[src/rtl/traffic_pkg.sv]
// Shared light codes and width helper for the traffic phase sequencer.
package traffic_pkg;

    localparam logic [1:0] L_OFF   = 2'd0;
    localparam logic [1:0] L_LEFT  = 2'd1;
    localparam logic [1:0] L_FWD   = 2'd2;
    localparam logic [1:0] L_RIGHT = 2'd3;

    function automatic int unsigned ph_width(input int unsigned n);
        return (n > 1) ? int'($clog2(n)) : 1;
    endfunction

endpackage

[src/rtl/edge_rise.sv]
// Registered 1-bit rising-edge detector; history clears on synchronous reset.
module edge_rise (
    input  logic clk,
    input  logic reset,
    input  logic d,
    output logic rise
);

    logic d_q;

    always_ff @(posedge clk) begin
        if (reset) begin
            d_q <= 1'b0;
        end else begin
            d_q <= d;
        end
    end

    assign rise = d & ~d_q;

endmodule

[src/rtl/traffic_phase_sequencer.sv]
// Parametrised intersection phase sequencer with programmable, saturating phase durations.
// Optional pedestrian request clamp enabled by defining TRAFFIC_PED_REQ_EN.
module traffic_phase_sequencer
    import traffic_pkg::*;
#(
    parameter int unsigned NUM_PHASES = 4,
    parameter int unsigned CNT_W      = 8,
    parameter logic [NUM_PHASES*CNT_W-1:0] DUR_INIT    = {8'd10, 8'd10, 8'd15, 8'd3},
    parameter logic [NUM_PHASES*2-1:0]     LIGHT_A_MAP = {2'd1, 2'd3, 2'd2, 2'd0},
    parameter logic [NUM_PHASES*2-1:0]     LIGHT_B_MAP = {2'd3, 2'd1, 2'd0, 2'd2},
    parameter int unsigned MIN_DUR    = 1,
    parameter int unsigned MAX_DUR    = 2**CNT_W - 1,
    parameter int unsigned PED_CLAMP  = 5,
    localparam int unsigned PH_W      = ph_width(NUM_PHASES)
) (
    input  logic             clk,
    input  logic             reset,
    input  logic             tick_en,
    input  logic             halt,
    input  logic             cfg_en,
    input  logic [PH_W-1:0]  cfg_sel,
    input  logic             inc,
    input  logic             dec,
    output logic [PH_W-1:0]  phase,
    output logic [CNT_W-1:0] remaining,
    output logic [1:0]       light_a,
    output logic [1:0]       light_b,
    output logic             phase_done
`ifdef TRAFFIC_PED_REQ_EN
    ,
    input  logic             ped_req,
    output logic             ped_pending
`endif
);

    logic [CNT_W-1:0] dur     [NUM_PHASES];
    logic [CNT_W-1:0] dur_nxt [NUM_PHASES];
    logic [PH_W-1:0]  phase_nxt;
    logic [PH_W-1:0]  phase_succ;
    logic [CNT_W-1:0] remaining_nxt;
    logic             done_nxt;
    logic             adv;
    logic             inc_rise;
    logic             dec_rise;
    logic             ped_rise;

    edge_rise u_inc (.clk(clk), .reset(reset), .d(inc), .rise(inc_rise));
    edge_rise u_dec (.clk(clk), .reset(reset), .d(dec), .rise(dec_rise));

`ifdef TRAFFIC_PED_REQ_EN
    edge_rise u_ped (.clk(clk), .reset(reset), .d(ped_req), .rise(ped_rise));
`else
    assign ped_rise = 1'b0;
`endif

    assign light_a = LIGHT_A_MAP[2*int'(phase) +: 2];
    assign light_b = LIGHT_B_MAP[2*int'(phase) +: 2];

    // Next phase/count: halt overrides countdown; a pedestrian clamp replaces a decrement.
    always_comb begin
        phase_nxt     = phase;
        remaining_nxt = remaining;
        done_nxt      = 1'b0;
        adv           = 1'b0;
        phase_succ    = (phase == PH_W'(NUM_PHASES - 1)) ? '0 : phase + 1'b1;
        if (halt) begin
            phase_nxt     = '0;
            remaining_nxt = dur[0];
        end else if (tick_en && (remaining <= CNT_W'(1))) begin
            adv           = 1'b1;
            phase_nxt     = phase_succ;
            remaining_nxt = dur[phase_succ];
            done_nxt      = 1'b1;
        end else if (ped_rise && (remaining > CNT_W'(PED_CLAMP))) begin
            remaining_nxt = CNT_W'(PED_CLAMP);
        end else if (tick_en) begin
            remaining_nxt = remaining - CNT_W'(1);
        end
    end

    // Saturating duration edits; simultaneous inc and dec edges cancel.
    always_comb begin
        dur_nxt = dur;
        for (int unsigned i = 0; i < NUM_PHASES; i++) begin
            if (cfg_en && (cfg_sel == PH_W'(i)) && (inc_rise ^ dec_rise)) begin
                if (inc_rise) begin
                    dur_nxt[i] = (dur[i] >= CNT_W'(MAX_DUR)) ? CNT_W'(MAX_DUR) : dur[i] + CNT_W'(1);
                end else begin
                    dur_nxt[i] = (dur[i] <= CNT_W'(MIN_DUR)) ? CNT_W'(MIN_DUR) : dur[i] - CNT_W'(1);
                end
            end
        end
    end

    always_ff @(posedge clk) begin
        if (reset) begin
            phase      <= '0;
            remaining  <= DUR_INIT[CNT_W-1:0];
            phase_done <= 1'b0;
            for (int unsigned i = 0; i < NUM_PHASES; i++) begin
                dur[i] <= DUR_INIT[i*CNT_W +: CNT_W];
            end
        end else begin
            phase      <= phase_nxt;
            remaining  <= remaining_nxt;
            phase_done <= done_nxt;
            dur        <= dur_nxt;
        end
    end

`ifdef TRAFFIC_PED_REQ_EN
    // Pending flag holds until the cycle wraps back to phase 0.
    always_ff @(posedge clk) begin
        if (reset) begin
            ped_pending <= 1'b0;
        end else if (halt || (adv && (phase_succ == '0))) begin
            ped_pending <= 1'b0;
        end else if (ped_rise && !adv) begin
            ped_pending <= 1'b1;
        end
    end
`endif

endmodule

[config.mk]
export PLATFORM = sky130hd
export DESIGN_NAME = traffic_phase_sequencer
export DESIGN_NICKNAME = d
export VERILOG_FILES = /design/src/rtl/traffic_pkg.sv /design/src/rtl/edge_rise.sv /design/src/rtl/traffic_phase_sequencer.sv
export SDC_FILE = /design/constraint.sdc
export NUM_CORES = 1
export LEC_CHECK = 0
export CORE_MARGIN = 4
export CORE_UTILIZATION = 60
export CTS_CLUSTER_SIZE = 25
export DETAILED_ROUTE_END_ITERATION = 10
export GPL_TIMING_DRIVEN = 1
export HOLD_SLACK_MARGIN = 0.12
export PLACE_DENSITY = 0.79
export SYNTH_ARGS = -nofsm -noshare
export SYNTH_HDL_FRONTEND = slang
export SYNTH_HIERARCHICAL = 1
export SYNTH_SLANG_ARGS = --single-unit
[constraint.sdc]
create_clock -name clk -period 5.5 [get_ports clk]
set_clock_uncertainty 0.1 [all_clocks]
set_input_delay 1.375 -clock clk [delete_from_list [all_inputs] [get_ports clk]]
set_output_delay 1.375 -clock clk [all_outputs]
set_load 0.05 [all_outputs]
Yosys cells after proc, flatten, opt, wreduce, memory -nomap -nowiden
Index checks and enable logic that the tools add are counted.
{ "totals": {"register_bits": 45, "output_inout_bits": 15, "elab_cells": 73} }
{ "op_classes": {"n_addsub": 10, "magnitude_cmp": 10, "eq_ne": 4, "shift": 2, "muxes": 20, "n_bitwise": 6, "reduce_logical": 12} }
{ "ops": {"columns": ["operator", "count"], "rows": [
  ["$mux 8", 17],
  ["$le 8x1->1 const B", 5],
  ["$sub 8x1->8 const B", 5],
  ["$add 8x1->8 const B", 4],
  ["$ge 8x8->1 const B", 4],
  ["$bmux 8 s2", 1],
  ["$shiftx 8x4->2 const A", 2],
  ["$logic_and 1x1->1", 9],
  ["$eq 2x2->1 const B", 3],
  ["$ge 3x3->1 const B", 1],
  ["$not 2->3", 1],
  ["$reduce_bool 3->1", 1],
  ["$add 2x1->2 const B", 1],
  ["$and 1x1->1", 2],
  ["$eq 2x1->1 const B", 1],
  ["$logic_not 2->1", 1],
  ["$mux 2", 1],
  ["$not 1->1", 2],
  ["$reduce_or 2->1", 1],
  ["$mux 1", 1],
  ["$xor 1x1->1", 1]
]} }

Logic depth before layout (Yosys ltp)
{ "logic_depth": {"word_depth": 8, "mapped_depth": 9, "mapped_depth_nobuf": 7} }

By module
The synthesis kept the hierarchy.
{ "modules_own_cells": {"columns": ["mod", "instances", "cells_each", "area_per_inst_um2", "seq_area_each_um2"], "rows": [
  ["traffic_phase_sequencer", 1, 470, 3549.7, 860.8],
  ["edge_rise", 2, 3, 47.5, 20.0]
]} }

Least setup slack after synthesis
OpenSTA, ideal clock, no wires.
{ "synth_timing": {"kind": "input -> register", "startpoint": "input port inc", "endpoint": "register dur[28] (netlist name)", "t_arrival_ps": 3078, "required_ps": 5326, "path_slack_ps": 2248, "path_stages": 7, "n_path_buf": 2, "cell_sequence": "nor2b_4 > buf_2 > xnor2_1 > or4b_1 > clkbuf_1 > or4_1 > a31oi_1"} }
{ "synth_between": {"elab_chain_len": 3} }
{ "synth_rtl": {"columns": ["item", "line_no", "source"], "rows": [
  ["start: declaration", "traffic_phase_sequencer.sv:22", "input logic inc,"],
  ["$and 1x1->1 *", "edge_rise.sv:19", "assign rise = d & ~d_q;"],
  ["$xor 1x1->1", "traffic_phase_sequencer.sv:85", "if (cfg_en && (cfg_sel == PH_W'(i)) && (inc_rise ^ dec_rise)) begin"],
  ["$logic_and 1x1->1", "traffic_phase_sequencer.sv:85", null],
  ["end signal: indexed assignment", "traffic_phase_sequencer.sv:101", "dur[i] <= DUR_INIT[i*CNT_W +: CNT_W];"],
  ["end signal: assignment", "traffic_phase_sequencer.sv:107", "dur <= dur_nxt;"],
  ["end: declaration", "traffic_phase_sequencer.sv:36", "logic [CNT_W-1:0] dur [NUM_PHASES];"]
]} }
Mark *: on every way between the ends. The rest lies on a longest branch, timed or not.
A chain may end at the register's enable or synchronous reset.

Final worst setup path
{ "layout_timing": {"startpoint": "register phase[0]", "endpoint": "output port light_b[1]"} }
{ "layout_between": {"elab_chain_len": 1} }
{ "layout_rtl": {"columns": ["item", "line_no", "source"], "rows": [
  ["start: declaration", "traffic_phase_sequencer.sv:24", "output logic [PH_W-1:0] phase,"],
  ["start signal: assignment", "traffic_phase_sequencer.sv:104", "phase <= phase_nxt;"],
  ["$shiftx 8x4->2", "traffic_phase_sequencer.sv:57", "assign light_b = LIGHT_B_MAP[2*int'(phase) +: 2];"],
  ["end: declaration", "traffic_phase_sequencer.sv:27", "output logic [1:0] light_b,"]
]} }
No other way between the ends.

==> impl_metrics.csv <==
group,metric,value,unit
layout,n_antenna_cell,0,
timing,slew_viol_final,0,
timing,min_period_over_period,71.68,%
hold_path,hp-class,"reg -> reg",
yosys,syn_avg_cell_area,7.657,µm²
clocking,root_buffer,"clkbuf_8",
critical_path,endpoint_kind,"output port",
critical_path,worstReg2RegEnd,"dur[3]$_SDFFE_PP1P_",
detailed_routing,routed_wl,9327,µm
yosys,synth_edf_count,0,
clocking,cts_buffers,5,
critical_path,critPathLaunchType,"register",
critical_path,crit_path_end,"light_b[1]",
timing,setup_viol_count_final,0,
power_and_ir_drop,leakagePower,0.001349,µW
timing,finalCriticalPeriod,3.942,ns
yosys,synth_top_family_by_area,"simple AND/OR/NAND/NOR gates",
timing,tightestPinTransition,1.110,ns
critical_path,arrival,2.47,ns
clocking,clockBufferDepth,2,
timing,finalSetupTns,0,ns
yosys,synth_top_flop_cell,"dfxtp_1",
critical_path,crit_fanout,12,
global_route,grt_pass1_vias,3262,
clocking,cts_sinks,45,
global_route,grt_pass1_wl,15640,µm
power_and_ir_drop,p_per_area,184.8,nW/µm²
critical_path,rr_worst_depth,6,
global_route,grt_usage,25.86,%
yosys,syn_inst,476,
global_route,grtUsageMet1,35.30,%
clocking,post_cts_buffers,0,
critical_path,rrSetupSlack,2.91,ns
yosys,synth-compound-area-share,24.79,%
outcome,outcome,"complete, no violations",
detailed_routing,vias,3648,
die,die_h,85.94,µm
timing,relSlewSlack,25.86,%
yosys,synthXorXnorAreaFrac,2.643,%
die,dieArea,7386,µm²
clocking,cts_hold_repair.buffers,0,
global_route,grt_util_met2,40.01,%
critical_path,startpoint,"phase[0]$_SDFFE_PP0N_",
detailed_routing,ant_nets,0,
timing,fmax,253.6,MHz
yosys,ys_seq_area_share,24.72,%
yosys,yosys.area_share.adder,5.149,%
global_route,overflow,0,
run,cap_violations,0,
critical_path,criticalPathCategory,"reg -> out",
die,pin_count,24,
layout,nNetsFinal,488,
detailed_routing,dr.first_iter.drc_count,432,
yosys,synth_cell_types,66,
yosys,synth_nets,500,
die,placementRows,28,
die,initial_utilization,61.56,%
timing,holdWs,0.4878,ns
detailed_routing,routedWlPerCell,17.27,µm
die,die_w,85.94,µm
critical_path,worst_ep_required_time,4.03,ns
placement,io_buffers,23,
detailed_routing,drc,0,
die,core_area,5921,µm²
yosys,async_flop_share,0,%
layout,synthToLayoutAreaGrowth,7.621,%
placement,hpwl,6395,µm
clocking,clk-insertion-delay-late,0.30,ns
detailed_routing,first_pass_iters,5,
yosys,synth_seq_cells,45,
clocking,tritoncts,"done",
placement,gp_congestion,0.9099,
layout,drive_gt1_share,6.882,%
layout,final_cell_mix,"dfxtp_1 (45), nor2_1 (38), o21ai_0 (34)",
timing,hold_violations,0,
timing,rsz0062_at_grt,"false",
yosys,synthMuxAreaShare,6.351,%
layout,finalNonFillerCells,540,
clocking,cts_resized,0,
placement,place_inst,532,
clocking,cts.clk_slew.worst_paths,0.09,ns
yosys,synth-simple-area-share,29.63,%
detailed_routing,viasPerCell,6.756,
global_route,top_usage_layer,"met2",
layout,layout_commonest_cell,"dfxtp_1",
global_route,antenna_found_initial,0,
yosys,synth_area,3645,µm²
global_route,grt_util_met3,5.572,%
clocking,htreeDepth,2,
yosys,synth_warnings,6,
critical_path,r2r_start,"u_inc/d_q$_SDFF_PP0_",
global_route,grt_max_degree,38,
power_and_ir_drop,vdd_ir_drop_max,0.1161,mV
==> worst min-delay path by stage <==
| stage | startpoint | end | slack (ns) | depth (start not counted) |
|---|---|---|---|---|
| after floorplan | dur[0]$_SDFFE_PP0P_ | dur[0]$_SDFFE_PP0P_ | 0.41 | 1 |
| after CTS | dur[20]$_SDFFE_PP0P_ | dur[20]$_SDFFE_PP0P_ | 0.48 | 2 |
| after global placement | dur[20]$_SDFFE_PP0P_ | dur[20]$_SDFFE_PP0P_ | 0.45 | 2 |
| after detailed placement | dur[20]$_SDFFE_PP0P_ | dur[20]$_SDFFE_PP0P_ | 0.47 | 2 |
| final | dur[20]$_SDFFE_PP0P_ | dur[20]$_SDFFE_PP0P_ | 0.49 | 2 |
| after global routing | dur[20]$_SDFFE_PP0P_ | dur[20]$_SDFFE_PP0P_ | 0.52 | 2 |
==> per-stage QoR <==
step           total power (µW)  instance area [µm²]  setup slack (ns)  utilization, %
6_report                  724.8                 3923             1.558           66.25
5_1_grt                   757.2                 3923             1.430           66.25
4_1_cts                   728.7                 3923             1.544           66.25
3_5_place_dp              467.9                 3806             1.380           64.29
3_3_place_gp              466.0                 3806             1.457           64.29
2_1_floorplan             437.3                 3645             2.248               -
==> critical path, cell delays in order, from the launching register on <==
cell and delay [ns]:
dfxtp_1 0.73, ha_1 0.49, inv_1 0.13, clkdlybuf4s50_1 0.81
==> metal layers <==
| layer | part of all wire (%) | vias up |
|---|---|---|
| met1 | 45 | 1681 |
| met4 | 1.0 | 0 |
| met3 | 8.7 | 11 |
| li1 | - | 1766 |
| met2 | 45 | 190 |
| met5 | 0 | - |
==> cell type report <==
type	instances	area, µm²
Sequential cell	45	900.9
Timing Repair Buffer	25	245.2
Tap cell	75	93.84
Fill cell	504	1998
Clock inverter	1	30.03
Clock buffer	7	86.33
Inverter	18	67.56
Multi-Input combinational cell	369	2499
==> where the power goes <==
group / internal (µW) / total (µW) / switching [µW] / leakage (µW)
logic: 42.4 / 106 / 63.2 / 0.000925
clock network: 148 / 262 / 114 / 0.0000585
registers: 335 / 357 / 22.5 / 0.000365
total: 525 / 725 / 200 / 0.00135
==> sequential cells by signal, indices dropped and copies added, names as in the netlist <==
name and count:
dur 32, phase 2, phase_done 1, remaining 8, u_dec/d_q 1, u_inc/d_q 1
==> synthesized netlist by cell type, types with 10 or more instances <==
cell type | instances | area share [%]
nor3_1 | 25 | 3.4
nor2_1 | 38 | 3.9
or3_1 | 14 | 2.4
dfxtp_1 | 45 | 25
a31oi_1 | 18 | 3.1
nand3_1 | 18 | 2.5
ha_1 | 15 | 5.1
inv_1 | 18 | 1.9
a21oi_1 | 25 | 3.4
clkbuf_1 | 37 | 3.8
nor4_1 | 10 | 1.7
o21ai_0 | 34 | 4.7
nand2_1 | 31 | 3.2
==> logic make-up after synthesis <==
logic type / Yosys count
AO/OA/AOI/OAI: 136
AND/OR/NAND/NOR: 194
buffers and inverters: 62
XOR/XNOR: 11
flip-flops: 45
adder cells (fa/ha/maj): 15
multiplexers: 13
Power figures use the tool's default switching activity.
